--- src/rtl/mem_port_arbiter_pkg.sv ---
// ---------------------------------------------------------------------------
// mem_port_arbiter_pkg
// Shared types and constants for the instruction/data memory port arbiter.
//   owner_e      : which port owns the read currently returning from the RAM
//   MEM_SEL_ALL  : byte-enable pattern for a full-word fetch read
// ---------------------------------------------------------------------------
package mem_port_arbiter_pkg;

  typedef enum logic [1:0] {
    OWN_NONE = 2'd0,
    OWN_IF   = 2'd1,
    OWN_D    = 2'd2
  } owner_e;

  localparam logic [3:0] MEM_SEL_ALL = 4'hF;

endpackage : mem_port_arbiter_pkg

--- src/rtl/arb_starve_ctr.sv ---
// ---------------------------------------------------------------------------
// arb_starve_ctr
// Counts consecutive cycles in which the data port beat a pending fetch.
// Saturates at MAX and flags at_max_o, which forces the next contested grant
// to the fetch port.
// Ports:
//   clock     : rising-edge clock
//   reset     : synchronous, active-high
//   inc_i     : data won against a pending fetch this cycle
//   clr_i     : fetch won, or no fetch is pending
//   at_max_o  : counter equals MAX
// ---------------------------------------------------------------------------
module arb_starve_ctr
  import mem_port_arbiter_pkg::*;
#(
  parameter int unsigned MAX = 4
) (
  input  logic clock,
  input  logic reset,
  input  logic inc_i,
  input  logic clr_i,
  output logic at_max_o
);

  localparam int unsigned W = $clog2(MAX + 1);
  localparam logic [W-1:0] MAX_V = W'(MAX);

  logic [W-1:0] cnt_q, cnt_d;

  // NOTE: every output of a combinational block gets a default first, so no
  // path leaves it unassigned and no latch is inferred.
  always_comb begin
    cnt_d = cnt_q;
    if (clr_i) begin
      cnt_d = '0;
    end else if (inc_i && (cnt_q != MAX_V)) begin
      cnt_d = cnt_q + 1'b1;
    end
  end

  // NOTE: state registers use non-blocking assignments so every flop samples
  // the pre-edge values regardless of statement order.
  always_ff @(posedge clock) begin
    if (reset) cnt_q <= '0;
    else       cnt_q <= cnt_d;
  end

  assign at_max_o = (cnt_q == MAX_V);

endmodule : arb_starve_ctr

--- src/rtl/mem_port_arbiter.sv ---
// ---------------------------------------------------------------------------
// mem_port_arbiter
// Shares one single-ported, 1-cycle-latency synchronous RAM between the CPU
// fetch port and the data load/store port. One access per cycle, data port
// has priority, fetch is forced through after STARVE_MAX consecutive losses.
// Ports:
//   clock, reset              : clock and synchronous active-high reset
//   if_req_i/if_addr_i        : fetch read request
//   if_flush_i                : masks this cycle's fetch and kills a returning fetch read
//   if_gnt_o/if_rvalid_o/if_rdata_o : fetch grant and read return
//   d_req_i/d_we_i/d_sel_i/d_addr_i/d_wdata_i : data request
//   d_gnt_o/d_rvalid_o/d_rdata_o    : data grant and read return
//   mem_*_o / mem_rdata_i     : RAM command and read data
//   conflict_cnt_o            : saturating count of cycles with both ports requesting
// ---------------------------------------------------------------------------
module mem_port_arbiter
  import mem_port_arbiter_pkg::*;
#(
  parameter int unsigned ADDR_W     = 32,
  parameter int unsigned DATA_W     = 32,
  parameter int unsigned STARVE_MAX = 4
) (
  input  logic              clock,
  input  logic              reset,
  input  logic              if_req_i,
  input  logic [ADDR_W-1:0] if_addr_i,
  input  logic              if_flush_i,
  output logic              if_gnt_o,
  output logic              if_rvalid_o,
  output logic [DATA_W-1:0] if_rdata_o,
  input  logic              d_req_i,
  input  logic              d_we_i,
  input  logic [3:0]        d_sel_i,
  input  logic [ADDR_W-1:0] d_addr_i,
  input  logic [DATA_W-1:0] d_wdata_i,
  output logic              d_gnt_o,
  output logic              d_rvalid_o,
  output logic [DATA_W-1:0] d_rdata_o,
  output logic              mem_ce_o,
  output logic              mem_we_o,
  output logic [3:0]        mem_sel_o,
  output logic [ADDR_W-1:0] mem_addr_o,
  output logic [DATA_W-1:0] mem_wdata_o,
  input  logic [DATA_W-1:0] mem_rdata_i,
  output logic [31:0]       conflict_cnt_o
);

  logic   fr, dr, both;
  logic   if_win, d_win;
  logic   at_max;
  owner_e owner_q, owner_d;
  logic [31:0] conflict_q, conflict_d;

  // Effective requests: reset and flush suppress everything combinationally.
  assign fr   = if_req_i & ~if_flush_i & ~reset;
  assign dr   = d_req_i & ~reset;
  assign both = fr & dr;

  // Data has priority unless fetch has lost STARVE_MAX contested cycles in a row.
  assign if_win = fr & (~dr | at_max);
  assign d_win  = dr & ~if_win;

  assign if_gnt_o = if_win;
  assign d_gnt_o  = d_win;

  arb_starve_ctr #(
    .MAX (STARVE_MAX)
  ) u_starve (
    .clock    (clock),
    .reset    (reset),
    .inc_i    (both & d_win),
    .clr_i    (if_win | ~fr),
    .at_max_o (at_max)
  );

  always_comb begin
    mem_ce_o    = 1'b0;
    mem_we_o    = 1'b0;
    mem_sel_o   = '0;
    mem_addr_o  = '0;
    mem_wdata_o = '0;
    owner_d     = OWN_NONE;
    if (if_win) begin
      mem_ce_o   = 1'b1;
      mem_sel_o  = MEM_SEL_ALL;
      mem_addr_o = if_addr_i;
      owner_d    = OWN_IF;
    end else if (d_win) begin
      mem_ce_o    = 1'b1;
      mem_we_o    = d_we_i;
      mem_sel_o   = d_sel_i;
      mem_addr_o  = d_addr_i;
      mem_wdata_o = d_wdata_i;
      // Writes return nothing, so they leave no owner behind.
      owner_d     = d_we_i ? OWN_NONE : OWN_D;
    end
  end

  always_comb begin
    conflict_d = conflict_q;
    if (both && (conflict_q != 32'hFFFF_FFFF)) conflict_d = conflict_q + 32'd1;
  end

  always_ff @(posedge clock) begin
    if (reset) begin
      owner_q    <= OWN_NONE;
      conflict_q <= '0;
    end else begin
      owner_q    <= owner_d;
      conflict_q <= conflict_d;
    end
  end

  // Gating with reset hides a read that was granted the cycle before reset rose.
  // A flush discards a returning fetch; the RAM access itself already happened.
  assign if_rvalid_o    = (owner_q == OWN_IF) & ~if_flush_i & ~reset;
  assign d_rvalid_o     = (owner_q == OWN_D) & ~reset;
  assign if_rdata_o     = mem_rdata_i;
  assign d_rdata_o      = mem_rdata_i;
  assign conflict_cnt_o = conflict_q;

endmodule : mem_port_arbiter

--- config.mk ---
export PLATFORM = sky130hd
export DESIGN_NAME = mem_port_arbiter
export DESIGN_NICKNAME = d
export VERILOG_FILES = /design/src/rtl/mem_port_arbiter_pkg.sv /design/src/rtl/arb_starve_ctr.sv /design/src/rtl/mem_port_arbiter.sv
export SDC_FILE = /design/constraint.sdc
export NUM_CORES = 1
export LEC_CHECK = 0
export ABC_AREA = 0
export CAP_MARGIN = 10
export CORE_AREA = 2 2 121 123
export CTS_BUF_LIST = sky130_fd_sc_hd__clkbuf_4
export DETAILED_ROUTE_END_ITERATION = 10
export DIE_AREA = 0 0 123 125
export DONT_BUFFER_PORTS = 1
export PLACE_DENSITY_LB_ADDON = 0.12
export SLEW_MARGIN = 40
export SYNTH_ARGS = -nofsm -noshare
export SYNTH_HDL_FRONTEND = slang
export SYNTH_SLANG_ARGS = --single-unit
--- constraint.sdc ---
create_clock -name clock -period 2.8 [get_ports clock]
set_input_delay 0.56 -clock clock [delete_from_list [all_inputs] [get_ports clock]]
set_output_delay 0.56 -clock clock [all_outputs]
set_load 0.01 [all_outputs]
==> qor.yml, run 1 <==
leakagePower_nw: 0.879
io_pins: 308
overflow: 0
rrSetupSlack_ns: 0.37
grt_pass1_wl_mm: 17.4
async_reset_ff_frac: 0
clk_pin_slew_ns: 0.11
yosys_warnings: 0
hpwl_mm: 10.2
initial_core_util: 0.215
synthCells: 438
netlist_area_mm2: 0.00305
die_area_mm2: 0.0154
maxSlewViolCount: 0
placed_area_mm2: 0.00281
vdd_drop_max_uv: 110
fin_worst_skew_ns: 0.00909
synth_area_leader_cell: "dfxtp_1"
coreArea_mm2: 0.0142
cts-root-buf: "clkbuf_4"
insertion_delay_ns: 0.36
htree_levels: 2
p_switching_w: 0.000279
setup_viol: 0
ys_seq_elements: 37
die_x_um: 123
p_comb_frac: 0.131
cts_buffer_depth: 2
cts_resized: 0
rsz0062_at_grt: "false"
synth_most_common_cell: "nand2_1"
ys_seq_area_frac: 0.243
wire_per_inst_um: 22.2
cts.sinks: 37
drtAntennaViolNets: 0
relSlewSlack: 0.557
synth_nets: 579
synth_flop_cell: "dfxtp_1"
endpoint_kind: "primary output"
tns_ns: 0
cts_buffers: 5
num_vias: 2742
yosys.cell_types.count: 46
port_buffers: 0
grt_use_total: 0.153
finalInstanceArea_mm2: 0.00289
cap_violations: 0
powerDensity_mw_per_mm2: 326
swShare: 0.296
drc: 0
cts_hold_buffers: 0
synthTopCellsByCount: "77 x nand2_1, 64 x buf_4, 51 x o21ai_0, 37 x dfxtp_1, 35 x and2_1"
hold_ws_ns: 0.255
fillers: 1634
drive_above_1_share: 0.0981
antenna_found_initial: 16
crit_required_ns: 2.24
path_class: "reg -> out"
hold_viol: 0
pwr-share-seq: 0.562
grt_max_degree: 70
cts_tree: "built"
regArea_um2: 741
rows: 44
outcome: "completed"
synth_edf_count: 0
dieHeight_um: 125
place_congestion: 0.826
post_cts_buffers: 0
tightest_slew_ns: 0.657
period_minus_slack_ns: 2.59
grt_pass1_vias: 2515
fmaxAchievable_ghz: 0.385
nets: 508
wl_mm: 12.5
fin_util: 0.203
drt_first_pass_iters: 4
multi_input_area_mm2: 0.00170
cp.arrival_ns: 2.03
vias_per_cell: 4.87
synth_top_area_share: 0.243
fin_crit_sh: 0.927
syn_avg_cell_area_um2: 6.97
startpoint_type: "flip-flop"
synth.area.top_cells: "dfxtp_1 24%, buf_4 16%, nand2_1 9.5%, o21ai_0 8.4%, and2_1 7.2%"
hp-class: "in -> reg"
p_clk_frac: 0.307
drtIter0Drc: 123
area_growth_pct: -5.37
p_int_w: 0.000663
critPathMaxFanout: 35
-- path summary, 6_finish.rpt --
path	start	end	depth (start not counted)
min reg2reg	u_starve.cnt_q[2]	u_starve.cnt_q[2]	2
min	d_we_i	owner_q[1]	1
max	u_starve.cnt_q[0]	mem_wdata_o[12]	6
max reg2reg	conflict_cnt_o[16]	conflict_cnt_o[28]	5
-- worst max-delay path, stage by stage (launching register included) --
cell and delay [ns]:
dfxtp_1 0.35, inv_1 0.05, ha_1 0.20, nand2_1 0.17, a21oi_4 0.10, nor2b_4 0.47, and2_1 0.32
-- sequential cells by signal (all words and copies together), names as in the netlist --
register / count
owner_q: 2
u_starve.cnt_q: 3
conflict_cnt_o: 32
-- power by group through the flow --
stage	Clock, W	Combinational (W)	Sequential [W]
finish	0.000289	0.000123	0.000530
global placement	0	0.000123	0.000542
detailed placement	0	0.000126	0.000542
CTS	0.000312	0.000126	0.000530
global route	0.000334	0.000133	0.000531
floorplan	0	0.000194	0.000541
-- per-layer routing --
| metal | global-route usage | routed length [µm] |
|---|---|---|
| met1 | 0.171 | 4820 |
| met2 | 0.230 | 5530 |
| met3 | 0.120 | 1980 |
| met4 | 0.0301 | 102 |
| met5 | 0 | 46 |
-- cells by family (layout without fill, tap and decap cells) --
family	Yosys count	after routing	share of synthesized area
and+or+nand+nor	196	196	0.342
buffers and inverters	100	29	0.208
AOI/OAI and AO/OA	96	96	0.175
DFF	37	37	0.243
adders and majority gates	3	3	0.0123
xor gates and xnor gates	3	3	0.00860
muxes	3	3	0.0107
other	0	12	0
-- stage by stage --
step                      cells  total power (W)  worst slack, ns
after floorplan             438         0.000735            0.330
after global placement      544         0.000665            0.325
after detailed placement    544         0.000668            0.415
after CTS                   551         0.000968           0.0914
after global routing        560         0.000997           0.0246
final                       563         0.000942            0.205
-- cell type report --
type                            count  share of cell area
Inverter                           11              0.0143
Multi-Input combinational cell    301               0.590
Clock inverter                      1             0.00130
Timing Repair Buffer               11              0.0329
Sequential cell                    37               0.256
Antenna cell                       12              0.0104
Tap cell                          184              0.0797
Clock buffer                        6              0.0156
-- placed cells by master (no fill, tap or decap), types with 2 or more instances in the layout --
cell / synthesis / routed
a21oi_1: 27 / 26
nand3b_1: 2 / 2
or3_2: 3 / 3
nor2b_1: 5 / 3
nor3_1: 2 / 2
or3_1: 17 / 17
buf_4: 64 / 10
diode_2: 0 / 12
and2_1: 35 / 35
nand3_1: 12 / 12
and4_2: 2 / 2
nand4_1: 7 / 7
nor2b_4: 0 / 2
nor2_1: 12 / 12
o311ai_0: 3 / 3
a21o_1: 4 / 4
o41ai_1: 2 / 2
or2_2: 2 / 2
xnor2_1: 2 / 2
dfxtp_1: 37 / 37
o31ai_1: 5 / 5
o21ai_0: 51 / 51
clkbuf_4: 0 / 6
and3_1: 5 / 5
nor4_1: 2 / 2
inv_1: 11 / 11
or4_2: 4 / 4
ha_1: 3 / 3
mux2_2: 2 / 2
nand2_1: 77 / 77
Note: power is estimated with default switching activity, not from simulation.
==> inputs of run 2 (changes only) <==
- RECOVER_POWER: not set -> 100
==> qor.yml, run 2 (synthesis gave the netlist of run 1 again) <==
cp.buffers_inverters: 1  # unchanged
hold_viol: 0  # unchanged
powerDensity_mw_per_mm2: 328  # +0.49%
overflow: 0  # unchanged
maxSlewViolCount: 0  # unchanged
cp.arrival_ns: 2.07  # +0.04 ns
final_cell_mix: "77 x nand2_1, 51 x o21ai_0, 37 x dfxtp_1, 26 x a21oi_1, 24 x and2_0"
fillers: 1639  # +0.31%
cap_violations: 0  # unchanged
port_buffers: 0  # unchanged
num_vias: 2728  # -0.51%
htree_levels: 2  # unchanged
routed-wl-met2_mm: 5.51  # -0.33%
cts-root-buf: "clkbuf_4"
grt_pass1_wl_mm: 17.4  # unchanged
cpPeakStageDelay_ns: 0.49  # +0.02 ns
fmaxAchievable_ghz: 0.381  # -1.2%
slowest_stage: "nor2b_4"
instances_no_fill: 563  # unchanged
die_x_um: 123  # unchanged
leakagePower_nw: 0.838  # -4.6%
finalInstanceArea_mm2: 0.00287  # -0.65%
vias_per_cell: 4.85  # -0.51%
io_pins: 308  # unchanged
area_growth_pct: -5.98
wire_per_inst_um: 22.1  # -0.17%
cts_tree: "built"
critPathMaxFanout: 35  # unchanged
cts_buffers: 5  # unchanged
regArea_um2: 741  # unchanged
clk_pin_slew_ns: 0.11  # about the same
path_cells: "inv_1 > ha_1 > nand2_1 > a21oi_4 > nor2b_4 > and2_1"
grt_use_total: 0.153  # unchanged
crit_required_ns: 2.24  # about the same
topRoutingLayerUsed: "met5"
cts.sinks: 37  # unchanged
routedLengthMet1_mm: 4.86  # +0.70%
antenna_found_initial: 16  # unchanged
grt_pass1_vias: 2515  # unchanged
drtAntennaViolNets: 0  # unchanged
endpoint_kind: "primary output"
place_congestion: 0.826  # unchanged
startpoint_type: "flip-flop"
dieHeight_um: 125  # unchanged
rsz0062_at_grt: "false"
relSlewSlack: 0.567  # +0.00997
period_minus_slack_ns: 2.63  # +0.0309 ns
layout_commonest_cell: "nand2_1"
crit_family: "simple AND/OR/NAND/NOR gates"
drtIter0Drc: 117  # -4.9%
fin_util: 0.202  # -0.00132
post_cts_buffers: 0  # unchanged
hold_ws_ns: 0.255  # +0.0000270 ns
setup_viol: 0  # unchanged
drc: 0  # unchanged
insertion_delay_ns: 0.36  # about the same
largest_reg_flops: 32  # unchanged
hpwl_mm: 10.2  # unchanged
nets: 508  # unchanged
grt_max_degree: 70  # unchanged
placed_area_mm2: 0.00281  # unchanged
tns_ns: 0  # unchanged
die_area_mm2: 0.0154  # unchanged
outcome: "completed"
wl_mm: 12.5  # -0.17%
cts_resized: 0  # unchanged
rows: 44  # unchanged
fin_worst_skew_ns: 0.00853  # -0.000560 ns
cts_hold_buffers: 0  # unchanged
tightest_slew_ns: 0.643  # -0.0148 ns
fin_crit_sh: 0.938  # +0.0110
wl_met3_mm: 1.94  # -1.9%
multi_input_area_mm2: 0.00170  # unchanged
cts_buffer_depth: 2  # unchanged
initial_core_util: 0.215  # unchanged
hp-class: "in -> reg"
vdd_drop_max_uv: 111  # about the same
drt_first_pass_iters: 4  # unchanged
path_class: "reg -> out"
coreArea_mm2: 0.0142  # unchanged
drive_above_1_share: 0.0845  # -0.0136
dp_cells: 544  # unchanged
## run 2: worst reg2reg max path: stages (launching register included)
cell and delay, ns:
dfxtp_1 0.47, nand4_2 0.22, or4_2 0.70, o311ai_0 0.38
clkbuf_1 0.38, or3_2 0.19, a21oi_1 0.06
## run 2: metal layers
| metal | vias to the layer above | GRT usage |
|---|---|---|
| met4 | 6 | 0.0301 |
| met3 | 13 | 0.120 |
| met1 | 1219 | 0.171 |
| met5 | - | 0 |
| li1 | 1308 | - |
| met2 | 182 | 0.230 |
## run 2: layout make-up
| class | count | share of cell area |
|---|---|---|
| antenna | 12 | 0.0105 |
| clock buffer | 6 | 0.0157 |
| clock inverter | 1 | 0.00131 |
| inverter | 11 | 0.0144 |
| multi-input combinational | 301 | 0.593 |
| sequential | 37 | 0.258 |
| tap | 184 | 0.0802 |
| timing repair buffer | 11 | 0.0266 |
## run 2: per-stage QoR
step | power [W] | setup WS (ns)
3_5_place_dp | 0.000668 | 0.415
5_1_grt | 0.000996 | 0.00569
2_1_floorplan | 0.000735 | 0.330
4_1_cts | 0.000968 | 0.0914
3_3_place_gp | 0.000665 | 0.325
6_report | 0.000941 | 0.174
## run 2: worst paths after layout
path	start	to	slack (ns)	depth (start not counted)
setup / recovery	u_starve.cnt_q[0]	mem_wdata_o[12]	0.17	6
hold / removal	d_we_i	owner_q[1]	0.25	1
setup reg to reg	conflict_cnt_o[14]	conflict_cnt_o[16]	0.31	6
hold reg to reg	u_starve.cnt_q[2]	u_starve.cnt_q[2]	0.53	2
## run 2: power by group
group / internal, W / switching (W)
Combinational: 0.0000328 / 0.0000892
Clock: 0.000101 / 0.000188
Sequential: 0.000528 / 0.00000171
==> inputs of run 3 (changes only) <==
- ABC_AREA: 0 -> 1
- CORE_AREA: 2 2 121 123 -> 2 2 119 121
- DIE_AREA: 0 0 123 125 -> 0 0 121 123
==> qor.yml, run 3 <==
coreArea_mm2: 0.0136  # -4.2%
critPathMaxFanout: 34  # -2.9%
vdd_drop_max_uv: 109  # -1.3%
synth_nets: 674  # +16%
die_x_um: 121  # -1.6%
leakagePower_nw: 1.21  # +45%
largest_reg_flops: 32  # unchanged
drtAntennaViolNets: 0  # unchanged
grt_use_total: 0.170  # +0.0166
nets: 624  # +23%
cts_buffer_depth: 2  # unchanged
synth_top_area_share: 0.223  # -0.0191
wire_per_inst_um: 20.1  # -9.1%
hp-class: "in -> reg"
vias_per_cell: 4.64  # -4.3%
ys_seq_elements: 37  # unchanged
async_reset_ff_frac: 0  # unchanged
rsz0062_at_grt: "false"
place_congestion: 0.840  # +1.6%
use_met3: 0.0655  # -0.0549
synth_flop_cell: "dfxtp_1"
synthCells: 533  # +22%
yosys.cell_types.count: 27  # -41%
rows: 43  # -2.3%
hpwl_mm: 11.3  # +11%
dp_cells: 656  # +21%
grt_use_met2: 0.303  # +0.0733
dieHeight_um: 123  # -1.6%
instances_no_fill: 664  # +18%
ys_seq_area_frac: 0.223  # -0.0191
syn_avg_cell_area_um2: 6.22  # -11%
drive_above_1_share: 0.0476  # -0.0368
maxSlewViolCount: 0  # unchanged
yosys_warnings: 0  # unchanged
grt_pass1_vias: 2912  # +16%
area_growth_pct: -8.00
drc: 0  # unchanged
htree_levels: 2  # unchanged
cts_buffers: 5  # unchanged
num_vias: 3080  # +13%
fin_crit_sh: 0.926  # -0.0116
drtIter0Drc: 132  # +13%
cp.arrival_ns: 2.03  # -0.04 ns
powerDensity_mw_per_mm2: 321  # -2.0%
regToRegStartpoint: "conflict_cnt_o[1]"
cts-root-buf: "clkbuf_4"
synth_most_common_cell: "nor2_1"
period_minus_slack_ns: 2.59  # -0.0324 ns
insertion_delay_ns: 0.35  # about the same
wl_mm: 13.4  # +7.2%
fin_worst_skew_ns: 0.0117  # +0.00321 ns
port_buffers: 0  # unchanged
synthTopCellsByCount: "123 x nor2_1, 101 x nand2_1, 65 x buf_4, 61 x inv_1, 37 x dfxtp_1"
fmaxAchievable_ghz: 0.386  # +1.2%
min_from: "reset"
hold_ws_ns: 0.257  # +0.00227 ns
grt_pass1_wl_mm: 18.6  # +6.8%
cts_hold_buffers: 0  # unchanged
antenna_found_initial: 0  # -16
drt_first_pass_iters: 5  # +1
netlist_area_mm2: 0.00332  # +8.6%
grt_busiest_layer: "met2"
initial_core_util: 0.244  # +0.0286
overflow: 0  # unchanged
io_pins: 308  # unchanged
tns_ns: 0  # unchanged
hold_viol: 0  # unchanged
cap_violations: 0  # unchanged
use_met1: 0.192  # +0.0211
startpoint_type: "flip-flop"
crit_required_ns: 2.24  # about the same
synth_area_leader_cell: "dfxtp_1"
synth_edf_count: 0  # unchanged
clk_pin_slew_ns: 0.12  # about the same
path_class: "reg -> out"
crit_start: "u_starve.cnt_q[0]"
relSlewSlack: 0.548  # -0.0193
synth.area.top_cells: "dfxtp_1 22%, buf_4 15%, nor2_1 14%, nand2_1 11%, a22o_1 8.5%"
endpoint_kind: "primary output"
outcome: "completed"
setup_viol: 0  # unchanged
layout_commonest_cell: "nor2_1"
cts_tree: "built"
grt_max_degree: 39  # -44%
cts.sinks: 37  # unchanged
die_area_mm2: 0.0149  # -3.2%
final_cell_mix: "126 x nor2_1, 103 x nand2_1, 61 x inv_1, 37 x dfxtp_1, 32 x a22o_1"
tightest_slew_ns: 0.677  # +0.0341 ns
[run 3: worst paths after layout]
path	endpoint	slack [ns]	depth (start not counted)
setup reg to reg	conflict_cnt_o[2]	0.35	9
hold reg to reg	u_starve.cnt_q[0]	0.46	1
hold / removal	conflict_cnt_o[0]	0.26	1
setup / recovery	mem_addr_o[26]	0.21	6
[run 3: routing by layer]
metal,routed length (µm),up-vias
met5,0,-
met4,180,0
met3,1280,9
met2,6590,171
met1,5310,1380
li1,-,1520
[run 3: what timing repair did]
item	in CTS	in global routing
gates resized for setup	0	1
setup buffers	0	0
endpoints found under the setup margin	0	3
[run 3: kinds of logic (layout without fill, tap and decap cells)]
kind of cell	Yosys count	count (layout)	share of synthesized area
fa+ha+maj	3	3	0.0113
simple gates	283	283	0.368
buf+inv	147	97	0.260
other cells	0	1	0
xor+xnor	2	2	0.00528
flops	37	37	0.223
compound gates	61	61	0.132
[run 3: worst max-delay path, cell delays in order (launching register included)]
cell and delay [ns]:
dfxtp_1 0.34, inv_1 0.06, ha_1 0.21, a21oi_4 0.07, nor2_1 0.21, buf_4 0.39, a22o_1 0.40
[run 3: metrics by stage]
stage,total power (W),setup WS [ns],util,instance area (µm²)
3_3_place_gp,0.000717,0.480,0.229,3110
4_1_cts,0.00102,0.0740,0.232,3160
6_report,0.000979,0.207,0.224,3050
2_1_floorplan,0.000763,0.772,-,3320
5_1_grt,0.00104,0.0664,0.224,3050
3_5_place_dp,0.000718,0.456,0.229,3110
[run 3: power breakdown]
| part | total, W | switching, W | internal (W) |
|---|---|---|---|
| Combinational | 0.000161 | 0.000115 | 0.0000458 |
| Sequential | 0.000530 | 0.00000152 | 0.000528 |
| Clock | 0.000289 | 0.000188 | 0.000101 |
| Total | 0.000979 | 0.000304 | 0.000675 |
[run 3: cell type report]
class / instances / area (µm²)
Fill cell: 1589 / 10600
Multi-Input combinational cell: 349 / 1680
Sequential cell: 37 / 741
Inverter: 65 / 244
Tap cell: 180 / 225
Timing Repair Buffer: 25 / 106
Clock buffer: 6 / 45.0
Clock inverter: 1 / 3.75
Antenna cell: 1 / 2.50
